**src/rtl/pll_dri_pkg.sv**
```systemverilog
// Shared definitions for the PLL DRI register-access master.
// Holds the FSM state encoding, response error codes, DRI_CTRL field
// positions and the DRI_RDATA done-flag position.
package pll_dri_pkg;

  typedef enum logic [2:0] {
    ST_IDLE     = 3'd0,
    ST_ACCESS   = 3'd1,
    ST_RELEASE  = 3'd2,
    ST_LOCKWAIT = 3'd3,
    ST_RESP     = 3'd4
  } state_e;

  localparam logic [1:0] ERR_OK      = 2'b00;
  localparam logic [1:0] ERR_DRI_TO  = 2'b01;
  localparam logic [1:0] ERR_LOCK_TO = 2'b10;

  localparam int unsigned CTRL_STROBE = 10;
  localparam int unsigned CTRL_WRITE  = 9;
  localparam int unsigned DONE_BIT    = 32;

  localparam int unsigned DATA_W = 32;
  localparam int unsigned CNT_W  = 16;

  // Saturating increment for the handshake/lock counters.
  function automatic logic [CNT_W-1:0] sat_inc(input logic [CNT_W-1:0] v);
    return (v == {CNT_W{1'b1}}) ? v : v + CNT_W'(1);
  endfunction

endpackage

```
**src/rtl/pll_dri_sync2.sv**
```systemverilog
// Two-flop synchroniser for a single asynchronous level (PLL_LOCK).
// Ports: clk, rst_n (async active-low), async_i (raw level),
//        sync_o (level synchronised to clk, 2-cycle latency).
module pll_dri_sync2 (
  input  logic clk,
  input  logic rst_n,
  input  logic async_i,
  output logic sync_o
);

  logic meta_q, meta_d;
  logic sync_q, sync_d;

  always_comb begin
    meta_d = async_i;
    sync_d = meta_q;
  end

  always_ff @(posedge clk or negedge rst_n) begin
    if (!rst_n) begin
      meta_q <= 1'b0;
      sync_q <= 1'b0;
    end else begin
      meta_q <= meta_d;
      sync_q <= sync_d;
    end
  end

  assign sync_o = sync_q;

endmodule

```
**src/rtl/pll_dri_master.sv**
```systemverilog
// PLL Dynamic Reconfiguration Interface initiator.
// Converts single host read/write requests into four-phase DRI transactions
// (strobe up, wait done, strobe down, wait done low) with timeouts, and can
// optionally wait for the PLL to relock after a write.
// Ports:
//   DRI_CLK / DRI_ARST_N            clock and async active-low reset
//   REQ_*                           host request channel (ready only in IDLE)
//   RSP_*                           host response channel (held until RSP_READY)
//   DRI_CTRL / DRI_WDATA / DRI_RDATA  PLL DRI port
//   PLL_LOCK                        asynchronous PLL lock indicator
module pll_dri_master
  import pll_dri_pkg::*;
#(
  parameter int unsigned ADDR_W       = 9,
  parameter int unsigned DRI_TIMEOUT  = 255,
  parameter int unsigned LOCK_TIMEOUT = 65535
) (
  input  logic                DRI_CLK,
  input  logic                DRI_ARST_N,
  input  logic                REQ_VALID,
  output logic                REQ_READY,
  input  logic                REQ_WRITE,
  input  logic [ADDR_W-1:0]   REQ_ADDR,
  input  logic [DATA_W-1:0]   REQ_WDATA,
  input  logic                REQ_RELOCK,
  output logic                RSP_VALID,
  input  logic                RSP_READY,
  output logic [DATA_W-1:0]   RSP_RDATA,
  output logic [1:0]          RSP_ERR,
  output logic [ADDR_W+1:0]   DRI_CTRL,
  output logic [DATA_W:0]     DRI_WDATA,
  input  logic [DATA_W:0]     DRI_RDATA,
  input  logic                PLL_LOCK
);

  localparam int unsigned CTRL_W = ADDR_W + 2;

  state_e              state_q, state_d;
  logic [CNT_W-1:0]    cnt_q, cnt_d, cnt_inc;
  logic [1:0]          err_q, err_d;
  logic [DATA_W-1:0]   rdata_q, rdata_d;
  logic [CTRL_W-1:0]   ctrl_q, ctrl_d;
  logic [DATA_W:0]     wdata_q, wdata_d;
  logic                relock_q, relock_d;
  logic                done_q, done_d;
  logic [DATA_W-1:0]   dri_rd_q, dri_rd_d;
  logic                seen_low_q, seen_low_d;
  logic                req_ready_q, req_ready_d;
  logic                rsp_valid_q, rsp_valid_d;
  logic                lock_s;

  pll_dri_sync2 u_lock_sync (
    .clk     (DRI_CLK),
    .rst_n   (DRI_ARST_N),
    .async_i (PLL_LOCK),
    .sync_o  (lock_s)
  );

  // Done flag and read data are registered together so the captured data
  // always belongs to the cycle in which done was seen.
  always_comb begin
    done_d   = DRI_RDATA[DONE_BIT];
    dri_rd_d = DRI_RDATA[DATA_W-1:0];
  end

  // Next-state and registered-output logic.
  always_comb begin
    state_d    = state_q;
    cnt_d      = cnt_q;
    err_d      = err_q;
    rdata_d    = rdata_q;
    ctrl_d     = ctrl_q;
    wdata_d    = wdata_q;
    relock_d   = relock_q;
    seen_low_d = seen_low_q;
    cnt_inc    = sat_inc(cnt_q);

    unique case (state_q)
      ST_IDLE: begin
        if (REQ_VALID && req_ready_q) begin
          state_d  = ST_ACCESS;
          cnt_d    = '0;
          err_d    = ERR_OK;
          rdata_d  = '0;
          ctrl_d   = {1'b1, REQ_WRITE, REQ_ADDR};
          wdata_d  = {1'b0, REQ_WDATA};
          relock_d = REQ_RELOCK;
        end
      end

      ST_ACCESS: begin
        cnt_d = cnt_inc;
        if (done_q) begin
          if (!ctrl_q[CTRL_WRITE]) begin
            rdata_d = dri_rd_q;
          end
          ctrl_d[CTRL_STROBE] = 1'b0;
          cnt_d               = '0;
          state_d             = ST_RELEASE;
        end else if (cnt_inc >= CNT_W'(DRI_TIMEOUT)) begin
          err_d               = ERR_DRI_TO;
          ctrl_d[CTRL_STROBE] = 1'b0;
          cnt_d               = '0;
          state_d             = ST_RELEASE;
        end
      end

      // Write/address stay on the bus until the responder drops done.
      ST_RELEASE: begin
        cnt_d = cnt_inc;
        if (!done_q) begin
          cnt_d      = '0;
          seen_low_d = 1'b0;
          ctrl_d     = '0;
          wdata_d    = '0;
          if (ctrl_q[CTRL_WRITE] && relock_q && (err_q == ERR_OK)) begin
            state_d = ST_LOCKWAIT;
          end else begin
            state_d = ST_RESP;
          end
        end else if (cnt_inc >= CNT_W'(DRI_TIMEOUT)) begin
          err_d   = ERR_DRI_TO;
          cnt_d   = '0;
          ctrl_d  = '0;
          wdata_d = '0;
          state_d = ST_RESP;
        end
      end

      // Only a low-then-high lock sequence counts as a relock.
      ST_LOCKWAIT: begin
        cnt_d = cnt_inc;
        if (!lock_s) begin
          seen_low_d = 1'b1;
        end
        if (seen_low_q && lock_s) begin
          err_d   = ERR_OK;
          cnt_d   = '0;
          state_d = ST_RESP;
        end else if (cnt_inc >= CNT_W'(LOCK_TIMEOUT)) begin
          err_d   = ERR_LOCK_TO;
          cnt_d   = '0;
          state_d = ST_RESP;
        end
      end

      ST_RESP: begin
        if (RSP_READY) begin
          err_d   = ERR_OK;
          rdata_d = '0;
          state_d = ST_IDLE;
        end
      end

      default: begin
        state_d = ST_IDLE;
      end
    endcase

    req_ready_d = (state_d == ST_IDLE);
    rsp_valid_d = (state_d == ST_RESP);
  end

  always_ff @(posedge DRI_CLK or negedge DRI_ARST_N) begin
    if (!DRI_ARST_N) begin
      state_q     <= ST_IDLE;
      cnt_q       <= '0;
      err_q       <= ERR_OK;
      rdata_q     <= '0;
      ctrl_q      <= '0;
      wdata_q     <= '0;
      relock_q    <= 1'b0;
      done_q      <= 1'b0;
      dri_rd_q    <= '0;
      seen_low_q  <= 1'b0;
      req_ready_q <= 1'b1;
      rsp_valid_q <= 1'b0;
    end else begin
      state_q     <= state_d;
      cnt_q       <= cnt_d;
      err_q       <= err_d;
      rdata_q     <= rdata_d;
      ctrl_q      <= ctrl_d;
      wdata_q     <= wdata_d;
      relock_q    <= relock_d;
      done_q      <= done_d;
      dri_rd_q    <= dri_rd_d;
      seen_low_q  <= seen_low_d;
      req_ready_q <= req_ready_d;
      rsp_valid_q <= rsp_valid_d;
    end
  end

  assign REQ_READY = req_ready_q;
  assign RSP_VALID = rsp_valid_q;
  assign RSP_RDATA = rdata_q;
  assign RSP_ERR   = err_q;
  assign DRI_CTRL  = ctrl_q;
  assign DRI_WDATA = wdata_q;

endmodule

```
**config.mk**
```make
export PLATFORM = sky130hd
export DESIGN_NAME = pll_dri_master
export DESIGN_NICKNAME = d
export VERILOG_FILES = /design/src/rtl/pll_dri_pkg.sv /design/src/rtl/pll_dri_sync2.sv /design/src/rtl/pll_dri_master.sv
export SDC_FILE = /design/constraint.sdc
export NUM_CORES = 1
export LEC_CHECK = 0
export ABC_AREA = 1
export ABC_CLOCK_PERIOD_IN_PS = 2800
export BUFFER_PORTS_ARGS = -buffer_cell sky130_fd_sc_hd__clkbuf_2
export CORE_MARGIN = 2
export CORE_UTILIZATION = 35
export DETAILED_ROUTE_END_ITERATION = 10
export RECOVER_POWER = 50
export SYNTH_ARGS = -nofsm -noshare
export SYNTH_HDL_FRONTEND = slang
export SYNTH_SLANG_ARGS = --single-unit
```
**constraint.sdc**
```tcl
create_clock -name DRI_CLK -period 2.8 [get_ports DRI_CLK]
set_input_delay 0.28 -clock DRI_CLK [delete_from_list [all_inputs] [get_ports DRI_CLK]]
set_output_delay 0.28 -clock DRI_CLK [all_outputs]
set_load 0.05 [all_outputs]
```
### Word-level counts from Yosys, hierarchy flattened

Index checks and enable logic that the tools add are counted.

| storage, ports and cells | value |
|---|---|
| output and inout bits | 80 |
| flip-flop bits (word level) | 136 |
| logic and storage cells | 100 |
| input port bits | 81 |

| cells by class | value |
|---|---|
| reductions and logical operators | 20 |
| muxes and demuxes | 45 |
| equality and inequality tests | 17 |
| add/sub/neg operators | 1 |
| order comparisons | 2 |

Operators with widths:

| operator | count |
|---|---|
| 2-to-1 mux 32 bit | 4 |
| 2-to-1 mux 16 bit | 7 |
| 2-to-1 mux 33 bit | 3 |
| one-hot mux 32 bit (3 select lines) | 1 |
| one-hot mux 33 bit (2 select lines) | 1 |
| one-hot mux 16 bit (4 select lines) | 1 |
| 2-to-1 mux 11 bit | 3 |
| 2-to-1 mux 3 bit | 9 |
| one-hot mux 10 bit (2 select lines) | 1 |
| adder 16 x 1 -> 16 bit, second input constant | 1 |
| == test 16 bit, second input constant | 1 |
| >= comparator 16 bit, second input constant | 1 |
| >= comparator 16 x 8 -> 1 bit, second input constant | 1 |
| != test 2 bit, second input constant | 8 |
| one-hot mux 3 bit (5 select lines) | 1 |
| 2-to-1 mux 2 bit | 7 |
| one-hot mux 2 bit (5 select lines) | 1 |
| != test 3 bit, second input constant | 3 |
| == test 3 x 2 -> 1 bit, second input constant | 2 |
| == test 3 bit, second input constant | 2 |
| logical NOT 3 bit | 2 |
| AND reduction 3 bit | 2 |
| AND reduction 6 bit | 1 |
| nonzero test 3 bit | 2 |
| other kinds (12) | 20 |

### Logic depth before layout (Yosys ltp)

| logic depth | value |
|---|---|
| word-level depth | 7 |
| gate-level depth with buffers | 19 |
| depth with buffers taken out | 17 |

### By module

Synthesis repeated with hierarchy kept, for this count alone.

| second synthesis, totals | value |
|---|---|
| cell total of the unflattened synthesis | 653 |
| area total of the unflattened synthesis | 6253.5 um2 |

By module, submodules not included:

| module | area an instance (um2) | cells each | times used | sequential area each (um2) |
|---|---|---|---|---|
| pll_dri_master | 6203.4 | 651 | 1 | 3329.4 |
| pll_dri_sync2 | 50.0 | 2 | 1 | 50.0 |

### Worst setup path after synthesis

No wires, ideal clock.

| timing path | value |
|---|---|
| kind | register -> register |
| start point | register cnt_q[0] |
| end point | register wdata_q[23] (netlist: DRI_WDATA[23]) |
| data required time | 2.726 ns |
| slack | 0.573 ns |
| library setup time | 0.074 ns |
| data arrival time | 2.153 ns |
| stages on the path, launching flop included | 18 |
| path buffers | 3 |
| clock period less this slack | 2.227 ns |
| cells stage by stage | dfrtp_1 -> ha_1 -> nand2_2 -> nor2_4 -> nand2_2 -> inv_2 -> nand2_2 -> buf_6 -> nand3_1 -> nor2_1 -> nand2_1 -> nor2_2 -> nand4_4 -> nand2_4 -> buf_8 -> buf_6 -> nand2_2 -> o21ai_2 |

| between the ends | value |
|---|---|
| longest elaborated chain between the ends | 5 |
| elaborated cells between the ends (all ways) | 6 |
| classes of those cells | add/sub (1); order compare (1); eq/ne (2); mux (1); reduce/logical (1) |

Ends and longest elaborated chain:

| element | line | text |
|---|---|---|
| start, declared | pll_dri_master.sv:39 | `logic [CNT_W-1:0] cnt_q, cnt_d, cnt_inc;` |
| start signal, assigned | pll_dri_master.sv:180 | `cnt_q <= cnt_d;` |
| adder 16 x 1 -> 16 bit or == test 16 bit (tied branches) | pll_dri_pkg.sv:27 | `return (v == {CNT_W{1'b1}}) ? v : v + CNT_W'(1);` |
| 2-to-1 mux 16 bit (*) | pll_dri_pkg.sv:27 |  |
| >= comparator 16 x 8 -> 1 bit (*) | pll_dri_master.sv:121 | `end else if (cnt_inc >= CNT_W'(DRI_TIMEOUT)) begin` |
| != test 3 bit (no source line) (*) | -- |  |
| AND reduction 3 bit (no source line) (*) | -- |  |
| end signal, assigned | pll_dri_master.sv:184 | `wdata_q <= wdata_d;` |
| end, declared | pll_dri_master.sv:43 | `logic [DATA_W:0] wdata_q, wdata_d;` |

Every way passes the cells marked *; elsewhere a longest branch is shown, timed or not.
A chain may end at the register's enable or synchronous reset.

### Final worst setup path

| timing path | value |
|---|---|
| start point | register cnt_q[0] |
| end point | register cnt_q[11] |

| between the ends | value |
|---|---|
| longest elaborated chain between the ends | 6 |
| elaborated cells between the ends (all ways) | 11 |
| classes of those cells | add/sub (1); order compare (2); eq/ne (1); mux (7) |

Ends and longest elaborated chain:

| element | line | text |
|---|---|---|
| adder 16 x 1 -> 16 bit or == test 16 bit (tied branches) | pll_dri_pkg.sv:27 |  |
| 2-to-1 mux 16 bit (*) | pll_dri_pkg.sv:27 |  |
| >= comparator 16 bit or >= comparator 16 x 8 -> 1 bit (tied branches) | pll_dri_master.sv:140, pll_dri_master.sv:100, pll_dri_master.sv:121 |  |
| 2-to-1 mux 16 bit, on equally long branches | pll_dri_master.sv:140, pll_dri_master.sv:100, pll_dri_master.sv:121 |  |
| 2-to-1 mux 16 bit, on equally long branches | pll_dri_master.sv:136, pll_dri_master.sv:93, pll_dri_master.sv:111 |  |
| one-hot mux 16 bit (4 select lines) (*) | pll_dri_master.sv:78 | `unique case (state_q)` |

Marks and branches as above.

==> flow_summary.json <==
{
  "grt_pass1_wl_mm": 23.0,
  "vdd_drop_max_mv": 0.750,
  "ys_seq_area_frac": 0.570,
  "syn_area_sq_mm": 0.00593,
  "finClkSkew_ps": 8.33,
  "num_rows": 47,
  "rsz0062_at_grt": "false",
  "cts_max_level": 4,
  "ys_ff_latch": 135,
  "fp.dieArea_sq_mm": 0.0180,
  "worst_path_max_delay_cell": "dfrtp_1",
  "wl_mm": 13.7,
  "hold_depth": 3,
  "clk_path_buf_depth": 2,
  "cts_made_buffers": 17,
  "synth_cells": 659,
  "reg2regPathDepth": 17,
  "endpoint_kind": "flip-flop",
  "crit_path_frequent_cell": "nand2_2",
  "crit_family": "simple AND/OR/NAND/NOR gates",
  "cts_sinks": 135,
  "fmax_mhz": 391,
  "r2r-start": "cnt_q[0]$_DFFE_PN0P_",
  "holdCritStartpoint": "REQ_RELOCK",
  "final_common_cell": "nand2_1",
  "drive_gt1_frac": 0.277,
  "post_drt_wl_per_cell_um": 12.6,
  "r2r_slack_ps": 240,
  "drtIter0Drc": 250,
  "status": "complete, but fails checks",
  "synth.distinct_cells": 37,
  "leakage_uw": 0.00398,
  "overflow": 0,
  "cp_data_arrival_time_ps": 2900,
  "maxCapViolations": 1,
  "crit_buf_inv": 3,
  "firstDrtPassIters": 4,
  "stdcell_area_sq_mm": 0.00784,
  "worstHoldPathType": "in -> reg",
  "max_slew_margin": -0.104,
  "async_flop_share": 1.00,
  "nFillCells": 1607,
  "slew_violations": 67,
  "pin_count": 161,
  "syn_area_per_cell_sq_um": 8.99,
  "grt_pass1_vias": 4739,
  "max_stage_delay_ps": 420,
  "fin_crit_sh": 0.913,
  "yosys_warnings": 0,
  "cts_setup_buffers": 0,
  "hold_violations": 0,
  "cts_root_buf": "clkbuf_16",
  "synth_enable_flop_cells": 0,
  "clk_pin_slew_worst_paths_ps": 60,
  "layout_common_cells": "nand2_1 (185), clkbuf_2 (140), dfrtp_1 (134)",
  "grt_usage": 0.159,
  "routabilityCongestion": 0.849,
  "fin_nets": 935,
  "drc": 0,
  "hold_end": "relock_q$_DFFE_PN0P_",
  "portBuffers": 159,
  "required_ps": 3150,
  "start_util": 0.357,
  "fp.coreArea_sq_mm": 0.0166,
  "cp_max_fo": 20,
  "synthFlopType": "dfrtp_1",
  "whs_ps": 69.7,
  "antenna_left": 0,
  "syn_nets": 741,
  "die_w_um": 134,
  "worstSkewPairLatency_ps": 410,
  "path_class": "reg -> reg",
  "r2r-end": "cnt_q[11]$_DFFE_PN0P_",
  "vias_per_cell": 4.44,
  "antenna_found_initial": 0,
  "die_h_um": 134,
  "setup-tns-final_ps": 0,
  "setup_viol": 0,
  "cts_tree": "yes",
  "power_density_mw_per_mm2": 1200,
  "violations": "max-capacitance violations, max-slew violations",
  "p_total_uw": 9440,
  "tightest_slew_ps": 1660,
  "path_cells": "ha_1 -> nand2_2 -> nor2_4 -> nand2_2 -> inv_2 -> nand2_4 -> nand2_1 -> nand2_1 -> clkinv_1 -> nand2_2 -> nor2_4 -> nor3_1 -> nand3_1 -> nand3_2 -> buf_4 -> nand2_2 -> nand2_1",
  "areaGrowthSynthToFinish_pct": 32.4,
  "startpoint_type": "flip-flop",
  "fin_crit_ps": 2560,
  "vias": 4821,
  "diodes": 0,
  "grt_max_degree": 68,
  "hpwl_mm": 9.56,
  "postPlaceCellArea_sq_mm": 0.00695
}
-- cells by family (layout without fill, tap and decap cells) --
family,count (synthesis),in the layout,synth area share
XOR/XNOR,3,3,0.00443
buffers and inverters,99,305,0.0754
adder cells (fa/ha/maj),1,1,0.00211
other,1,1,0.000633
flip-flops,135,135,0.570
AO/OA/AOI/OAI,92,92,0.0878
AND/OR/NAND/NOR,328,328,0.259
-- cell type report --
type | instances | area (sq um) | share of cell area
Clock buffer | 21 | 470 | 0.0600
Clock inverter | 10 | 96.3 | 0.0123
Inverter | 70 | 263 | 0.0335
Multi-Input combinational cell | 425 | 2130 | 0.271
Sequential cell | 135 | 3380 | 0.431
Tap cell | 220 | 275 | 0.0351
Timing Repair Buffer | 204 | 1230 | 0.157
-- worst max path at each step --
| stage | depth (start not counted) | slack, ps | from | endpoint |
|---|---|---|---|---|
| finish | 17 | 240 | cnt_q[0]$_DFFE_PN0P_ | cnt_q[11]$_DFFE_PN0P_ |
| global route | 17 | 0.6 | cnt_q[0]$_DFFE_PN0P_ | cnt_q[2]$_DFFE_PN0P_ |
| global placement | 17 | 170 | cnt_q[0]$_DFFE_PN0P_ | cnt_q[11]$_DFFE_PN0P_ |
| floorplan | 17 | 570 | cnt_q[0]$_DFFE_PN0P_ | DRI_WDATA[23]$_DFFE_PN0P_ |
| CTS | 15 | 110 | cnt_q[0]$_DFFE_PN0P_ | DRI_CTRL[2]$_DFFE_PN0P_ |
| detailed placement | 15 | 110 | cnt_q[0]$_DFFE_PN0P_ | DRI_WDATA[11]$_DFFE_PN0P_ |
-- tightest hold or removal path: cells and delay by family --
| kind | cells | cell delay, ps |
|---|---|---|
| buffers and inverters | 1 | 80 |
| AND/OR/NAND/NOR | 2 | 90 |
-- state kept, by name, summed over array words and instances (netlist names), 2 cells and up --
signal / flops
DRI_CTRL: 11
dri_rd_q: 32
RSP_ERR: 2
RSP_RDATA: 32
state_q: 3
DRI_WDATA: 32
cnt_q: 16
-- metrics by stage --
stage	util	std cells	setup WS, ps
after CTS	0.474	1085	109
after detailed placement	0.419	1019	111
after global routing	0.473	1085	0.621
after global placement	0.419	1019	166
after floorplan	-	659	573
final	0.473	1085	244
-- layer usage --
layer  up-vias  GRT usage  part of all wire
met5         -          0                 0
met4         0     0.0532            0.0086
met3         8     0.0427             0.053
met2       109      0.260              0.47
met1      2220      0.205              0.46
li1       2484          -                 -
-- Yosys cell counts, types with 2 or more instances --
master    number  share of area
nand3_1       61          0.052
nor2_1        23          0.015
inv_1         64          0.041
nand3b_1       2         0.0025
o21ai_1       31          0.026
xor2_1         2         0.0030
nand2_1      185           0.12
clkinv_1       2         0.0013
nor3_1         3         0.0025
nor2_4         5         0.0095
a21oi_1        4         0.0034
buf_2          3         0.0025
buf_6          7          0.013
o21bai_1       2         0.0025
o21ai_2       13          0.019
o21ai_0       40          0.034
nor2_2         3         0.0032
clkbuf_1      16          0.010
buf_4          2         0.0025
inv_2          4         0.0025
nor3_2         2         0.0034
nand2_4        2         0.0038
nand4_1       10          0.011
nand2_2       26          0.027
dfrtp_1      134           0.57
nand3_2        2         0.0034
-- power breakdown --
part	leakage (uW)	total (uW)	switching [uW]	internal [uW]
clock network	0.000273	2120	824	1290
registers	0.00172	2940	367	2570
logic	0.00198	4380	3390	993
-- what timing repair did --
item / CTS / global route
hold buffers: 35 / 0
resized for setup: 0 / 2
endpoints found under the hold margin: 99 / 0
endpoints found under the setup margin: 0 / 53
(Power assumes the default switching activity.)
